## src/rtl/branch_update_queue_pkg.sv

```systemverilog
// Shared predictor types for the branch update queue: executed-branch result,
// BTB entry layout, PHT counter, and the address-to-BTB field helpers.
package branch_update_queue_pkg;

  localparam int CONF_BTB_ENTRY_NUM = 2048;
  localparam int CONF_PHT_ENTRY_NUM = 2048;

  localparam int ADDR_WIDTH                 = 32;
  localparam int BTB_ENTRY_INDEX_BITS       = $clog2(CONF_BTB_ENTRY_NUM);
  localparam int BTB_TAG_WIDTH              = ADDR_WIDTH - BTB_ENTRY_INDEX_BITS - 2;
  localparam int BTB_CONTENTS_ADDR_WIDTH    = ADDR_WIDTH - 2;
  localparam int BRANCH_GLOBAL_HISTORY_BITS = 10;
  localparam int PHT_ENTRY_WIDTH            = 2;

  typedef logic [ADDR_WIDTH-1:0]                 AddrPath;
  typedef logic [BTB_TAG_WIDTH-1:0]              BTB_TagPath;
  typedef logic [BTB_CONTENTS_ADDR_WIDTH-1:0]    BTB_AddrPath;
  typedef logic [BRANCH_GLOBAL_HISTORY_BITS-1:0] BranchGlobalHistoryPath;
  typedef logic [PHT_ENTRY_WIDTH-1:0]            PHT_EntryPath;

  localparam PHT_EntryPath PHT_ENTRY_MAX = '1;

  typedef struct packed {
    logic                   valid;
    AddrPath                brAddr;
    AddrPath                nextAddr;
    logic                   execTaken;
    logic                   isCondBr;
    BranchGlobalHistoryPath globalHistory;
    PHT_EntryPath           phtPrevValue;
  } BranchResult;

  typedef struct packed {
    logic        valid;
    BTB_TagPath  tag;
    BTB_AddrPath data;
    logic        isCondBr;
  } BTB_Entry;

  // Tag is every address bit above the word offset and the BTB index.
  function automatic BTB_TagPath ToBTB_Tag(input AddrPath addr);
    return addr[ADDR_WIDTH-1 -: BTB_TAG_WIDTH];
  endfunction

  function automatic BTB_AddrPath ToBTB_Addr(input AddrPath addr);
    return addr[ADDR_WIDTH-1:2];
  endfunction

endpackage

```

## src/rtl/branch_update_queue.sv

```systemverilog
// Buffers executed-branch updates for the BTB and PHT in two independent FIFOs,
// draining each into its array whenever the fetch-side read leaves it free.
module branch_update_queue
  import branch_update_queue_pkg::*;
#(
  parameter int QUEUE_SIZE      = 32,
  parameter int BTB_INDEX_WIDTH = $clog2(CONF_BTB_ENTRY_NUM),
  parameter int PHT_INDEX_WIDTH = $clog2(CONF_PHT_ENTRY_NUM)
) (
  input  logic                       clk,
  input  logic                       rst_n,
  input  BranchResult                brResult,
  input  logic                       btbRdBusy,
  input  logic                       phtRdBusy,
  output logic                       btbWE,
  output logic [BTB_INDEX_WIDTH-1:0] btbWA,
  output BTB_Entry                   btbWV,
  output logic                       phtWE,
  output logic [PHT_INDEX_WIDTH-1:0] phtWA,
  output PHT_EntryPath               phtWV,
  output logic                       btbDropped,
  output logic                       phtDropped
);

  localparam int PTR_W = $clog2(QUEUE_SIZE);
  localparam int CNT_W = PTR_W + 1;
  localparam int GH_COPY = (BRANCH_GLOBAL_HISTORY_BITS < PHT_INDEX_WIDTH) ?
                           BRANCH_GLOBAL_HISTORY_BITS : PHT_INDEX_WIDTH;

  localparam logic [CNT_W-1:0] FULL_COUNT = CNT_W'(QUEUE_SIZE);
  localparam logic [PTR_W-1:0] PTR_ONE    = PTR_W'(1);
  localparam logic [CNT_W-1:0] CNT_ONE    = CNT_W'(1);

  // ---------------------------------------------------------------------------
  // Request formation
  // ---------------------------------------------------------------------------
  logic                       btbReq;
  logic [BTB_INDEX_WIDTH-1:0] btbReqIdx;
  BTB_Entry                   btbReqEntry;

  logic                       phtReq;
  logic [PHT_INDEX_WIDTH-1:0] phtReqIdx;
  logic [PHT_INDEX_WIDTH-1:0] phtHistory;
  PHT_EntryPath               phtReqValue;

  logic unusedLowBits;
  assign unusedLowBits = ^{brResult.brAddr[1:0], brResult.nextAddr[1:0]};

  always_comb begin
    btbReq               = brResult.valid && brResult.execTaken;
    btbReqIdx            = brResult.brAddr[BTB_INDEX_WIDTH+1:2];
    btbReqEntry          = '0;
    btbReqEntry.valid    = 1'b1;
    btbReqEntry.tag      = ToBTB_Tag(brResult.brAddr);
    btbReqEntry.data     = ToBTB_Addr(brResult.nextAddr);
    btbReqEntry.isCondBr = brResult.isCondBr;
  end

  // History is zero-extended or truncated to the PHT index width before hashing.
  always_comb begin
    phtHistory                = '0;
    phtHistory[GH_COPY-1:0]   = brResult.globalHistory[GH_COPY-1:0];
    phtReq                    = brResult.valid && brResult.isCondBr;
    phtReqIdx                 = brResult.brAddr[PHT_INDEX_WIDTH+1:2] ^ phtHistory;
    phtReqValue               = brResult.phtPrevValue;
    if (brResult.execTaken) begin
      if (brResult.phtPrevValue != PHT_ENTRY_MAX) begin
        phtReqValue = brResult.phtPrevValue + PHT_EntryPath'(1);
      end
    end else begin
      if (brResult.phtPrevValue != '0) begin
        phtReqValue = brResult.phtPrevValue - PHT_EntryPath'(1);
      end
    end
  end

  // ---------------------------------------------------------------------------
  // BTB update FIFO
  // ---------------------------------------------------------------------------
  logic [BTB_INDEX_WIDTH-1:0] btbIdxMem   [QUEUE_SIZE];
  BTB_Entry                   btbEntryMem [QUEUE_SIZE];
  logic [PTR_W-1:0]           btbHead;
  logic [PTR_W-1:0]           btbTail;
  logic [CNT_W-1:0]           btbCount;
  logic                       btbFull;
  logic                       btbPush;

  // A full queue still accepts when it drains on the same edge.
  always_comb begin
    btbFull    = (btbCount == FULL_COUNT);
    btbWE      = rst_n && (btbCount != '0) && !btbRdBusy;
    btbPush    = rst_n && btbReq && (!btbFull || btbWE);
    btbDropped = rst_n && btbReq && btbFull && !btbWE;
    btbWA      = btbIdxMem[btbHead];
    btbWV      = btbEntryMem[btbHead];
  end

  always_ff @(posedge clk) begin
    if (!rst_n) begin
      btbHead  <= '0;
      btbTail  <= '0;
      btbCount <= '0;
    end else begin
      if (btbWE) begin
        btbHead <= btbHead + PTR_ONE;
      end
      if (btbPush) begin
        btbTail <= btbTail + PTR_ONE;
      end
      if (btbPush && !btbWE) begin
        btbCount <= btbCount + CNT_ONE;
      end else if (!btbPush && btbWE) begin
        btbCount <= btbCount - CNT_ONE;
      end
    end
  end

  always_ff @(posedge clk) begin
    if (btbPush) begin
      btbIdxMem[btbTail]   <= btbReqIdx;
      btbEntryMem[btbTail] <= btbReqEntry;
    end
  end

  // ---------------------------------------------------------------------------
  // PHT update FIFO
  // ---------------------------------------------------------------------------
  logic [PHT_INDEX_WIDTH-1:0] phtIdxMem [QUEUE_SIZE];
  PHT_EntryPath               phtValMem [QUEUE_SIZE];
  logic [PTR_W-1:0]           phtHead;
  logic [PTR_W-1:0]           phtTail;
  logic [CNT_W-1:0]           phtCount;
  logic                       phtFull;
  logic                       phtPush;

  always_comb begin
    phtFull    = (phtCount == FULL_COUNT);
    phtWE      = rst_n && (phtCount != '0) && !phtRdBusy;
    phtPush    = rst_n && phtReq && (!phtFull || phtWE);
    phtDropped = rst_n && phtReq && phtFull && !phtWE;
    phtWA      = phtIdxMem[phtHead];
    phtWV      = phtValMem[phtHead];
  end

  always_ff @(posedge clk) begin
    if (!rst_n) begin
      phtHead  <= '0;
      phtTail  <= '0;
      phtCount <= '0;
    end else begin
      if (phtWE) begin
        phtHead <= phtHead + PTR_ONE;
      end
      if (phtPush) begin
        phtTail <= phtTail + PTR_ONE;
      end
      if (phtPush && !phtWE) begin
        phtCount <= phtCount + CNT_ONE;
      end else if (!phtPush && phtWE) begin
        phtCount <= phtCount - CNT_ONE;
      end
    end
  end

  always_ff @(posedge clk) begin
    if (phtPush) begin
      phtIdxMem[phtTail] <= phtReqIdx;
      phtValMem[phtTail] <= phtReqValue;
    end
  end

endmodule
```

## config.mk

```make
export PLATFORM = sky130hd
export DESIGN_NAME = branch_update_queue
export DESIGN_NICKNAME = d
export VERILOG_FILES = /design/src/rtl/branch_update_queue_pkg.sv /design/src/rtl/branch_update_queue.sv
export SDC_FILE = /design/constraint.sdc
export NUM_CORES = 2
export LEC_CHECK = 0
export CAP_MARGIN = 30
export CORE_MARGIN = 4
export CORE_UTILIZATION = 45
export DETAILED_ROUTE_END_ITERATION = 10
export GPL_TIMING_DRIVEN = 0
export PLACE_DENSITY = 0.74
export SYNTH_ARGS = -nofsm -noshare
export SYNTH_HDL_FRONTEND = slang
export SYNTH_SLANG_ARGS = --single-unit
```

## constraint.sdc

```tcl
create_clock -name clk -period 5.6 [get_ports clk]
set_input_delay 1.12 -clock clk [delete_from_list [all_inputs] [get_ports clk]]
set_output_delay 1.12 -clock clk [all_outputs]
set_load 0.03 [all_outputs]
```

==> flow_summary.toml <==
[sta]
rsz0062_at_grt = "true"
finalSetupViolations = 0
tightest_slew_ps = 1080
slew_headroom = 0.281
drv_slew = 0
fmax_ghz = 0.182
finalClockSkew_ps = 93.0
hold_violations = 0
period_needed_ps = 5510
finalCritPeriodShare = 0.983
fin_ws_ps = 92.9

[synth]
synth_warnings = 0
ys.flop_type = "edfxtp_1"
synth-simple-area-share = 0.0313
ys_seq_area_frac = 0.775
avgSynthCellArea_sq_um = 19.9
synthesis.area_sq_um = 92800
synth_xor_xnor_area_share = 0.00179
async_reset_ff_frac = 0
synth-adder-area-share = 0.00334
synth_edf_count = 2368
ys_types = 54
postSynthCellCount = 4655
synth_nets = 4760
synth-compound-area-share = 0.0460
ys_ff_latch = 2410
synth_top_family_by_area = "multiplexers"
synthMuxAreaShare = 0.129

[final_layout]
fin_util = 0.531
drive_gt1_frac = 0.251
syn_to_final_growth_pct = 17.2
finalNetCount = 5311
final_common_cell = "edfxtp_1"
fin_area_sq_um = 109000
layout_common_cells = "edfxtp_1 (2,368), mux2_2 (366), mux4_2 (296)"

[drt]
routedWlPerCell_um = 27.7
antenna_left = 0
drt_wl_total_um = 224000
wl_met3_um = 20000
drc = 0
dr_wl_met2_um = 109000
drt_iter0_drc = 5568
vias = 48200
viasPerCell = 5.95
top_layer_used = "met5"
met1Wirelength_um = 86800
drt_pass1_iterations = 6

[global_routing]
grt_max_degree = 37
grt_util_all_layers = 0.208
grt-ovfl-total = 0
antenna_found_initial = 17
grt_pass1_vias = 49100
grt_pass1_wl_um = 328000

[clocking]
cts_setup_buffers = 0
cts_inserted_buffers = 228
cts_tree = "built"
cts_sinks = 2410
clk_pin_slew_worst_paths_ps = 70
htree_num_levels = 4
clockBufferDepth = 3
clock_latency_ps = 890
cts_root_buf = "clkbuf_16"
cts_hold_buf = 0

[critical_path]
crit_arrival_ps = 4390
critPathRequiredTime_ps = 4480
reg2reg_depth = 10
cp-end-kind = "output port"
critPathLaunchType = "flop"
cp_max_fo = 10
rr_startpoint = "btbCount[0]"
path_class = "reg -> out"

[hold_path]
hold_path.class = "reg -> reg"
min_from = "btbHead[2]"
whs_path_depth = 1

[floorplan]
die_w_um = 462
die_y_um = 462
coreArea_sq_um = 205000
dieArea_sq_um = 214000
rows = 166
start_util = 0.453
ios = 162

[placement]
routabilityCongestion = 0.840
portBuffers = 156
postPlaceCellArea_sq_um = 101000
pre_cts_ws_ps = 39.1
dpl.hpwl_um = 150000

[power_and_ir_drop]
p_leak_nw = 33.6
p_per_area_nw_per_um2 = 365
irDropWorstVdd_v = 0.000353

[flow_run]
maxCapViolations = 0

[status]
outcome = "finished clean"
-- layout make-up --
type                       count  area (sq um)
fill                       15200         96000
sequential                  2410         71900
tap                         2688          3360
clock buffer                 283          5960
timing repair buffer         323          4720
antenna                       10          25.0
buffer                       268          1360
clock inverter               134          1220
multi-input combinational   1955         20100
inverter                      20          75.1
-- timing repair --
action | in CTS | in global routing
pin swaps | 0 | 0
endpoints found under the setup margin | 61 | 43
resized for setup | 122 | 34
cloned | 0 | 0
-- final timing paths --
path | end | slack (ps)
min | flop | 490
min reg2reg | flop | 490
max reg2reg | btbCount[5] | 2160
max | btbWA[8] | 90
-- logic make-up after synthesis --
logic type      Yosys count
other cells               1
flops                  2410
xor+xnor                 19
mux                     776
buf+inv                 290
fa+ha+maj                24
compound gates          609
simple gates            526
-- critical path: stages (launching register included) --
cell and delay, ps:
dfxtp_1 420, clkbuf_1 310, buf_4 430, buf_2 400, mux4_2 360, a22o_1 250, or4_1 670, clkdlybuf4s50_1 650
-- synth_stat cells, types with 3 or more instances --
| cell type | instances | share of area |
|---|---|---|
| a21o_1 | 3 | 0.00024 |
| o22ai_1 | 122 | 0.0082 |
| a22oi_1 | 52 | 0.0042 |
| o31ai_1 | 8 | 0.00065 |
| nor2_1 | 87 | 0.0035 |
| xnor2_1 | 3 | 0.00028 |
| o211ai_1 | 4 | 0.00032 |
| nor4_1 | 4 | 0.00027 |
| a22o_1 | 135 | 0.013 |
| nor2b_1 | 127 | 0.0086 |
| or4_1 | 64 | 0.0052 |
| o21ai_0 | 128 | 0.0069 |
| a21oi_1 | 7 | 0.00038 |
| mux2_2 | 366 | 0.044 |
| and2_1 | 3 | 0.00020 |
| a211oi_1 | 127 | 0.010 |
| nor3_1 | 124 | 0.0067 |
| nand2b_1 | 5 | 0.00034 |
| or3_1 | 5 | 0.00034 |
| buf_6 | 13 | 0.0016 |
| buf_1 | 38 | 0.0015 |
| edfxtp_1 | 2368 | 0.77 |
| dfxtp_1 | 42 | 0.0091 |
| ha_1 | 20 | 0.0027 |
| buf_2 | 31 | 0.0017 |
| nand3_1 | 49 | 0.0026 |
| mux2i_1 | 114 | 0.012 |
| buf_4 | 12 | 0.00097 |
| nand2_1 | 29 | 0.0012 |
| or3b_2 | 4 | 0.00038 |
| and4b_1 | 3 | 0.00032 |
| inv_1 | 19 | 0.00077 |
| clkbuf_1 | 175 | 0.0071 |
| xor2_1 | 16 | 0.0015 |
| nand4_1 | 6 | 0.00040 |
| mux4_2 | 296 | 0.072 |
| a221oi_1 | 13 | 0.0012 |
| nand3b_1 | 8 | 0.00065 |
-- report_power, final --
part	switching, mW	internal (mW)	total, mW
sequential	0.0730	19.9	20.0
combinational	2.94	1.85	4.80
clock	6.63	8.20	14.8
total	9.65	30.0	39.6
-- sequential cells by signal (all words and copies together) (netlist names), named ones only --
register / cells
phtIdxMem: 352
phtTail: 5
btbTail: 5
btbIdxMem: 352
phtHead: 5
phtCount: 6
btbCount: 6
phtValMem: 64
btbHead: 5
btbEntryMem: 1600
-- through the flow --
stage                     TNS [ps]  hold WS (ps)  power [mW]  instances
after floorplan                  0           455        23.1       4655
after global placement    -6497660           472        25.0       7499
after detailed placement         0           487        25.1       7638
after CTS                    -69.6           493        39.8       8054
after global routing         -15.0           510        40.9       8082
final                            0           488        39.6       8091
-- metal layers --
layer,vias up,global-route usage
met3,420,0.0475
li1,20300,-
met1,25000,0.277
met2,2376,0.339
met4,4,0.0744
met5,-,0
(Power assumes the default switching activity.)
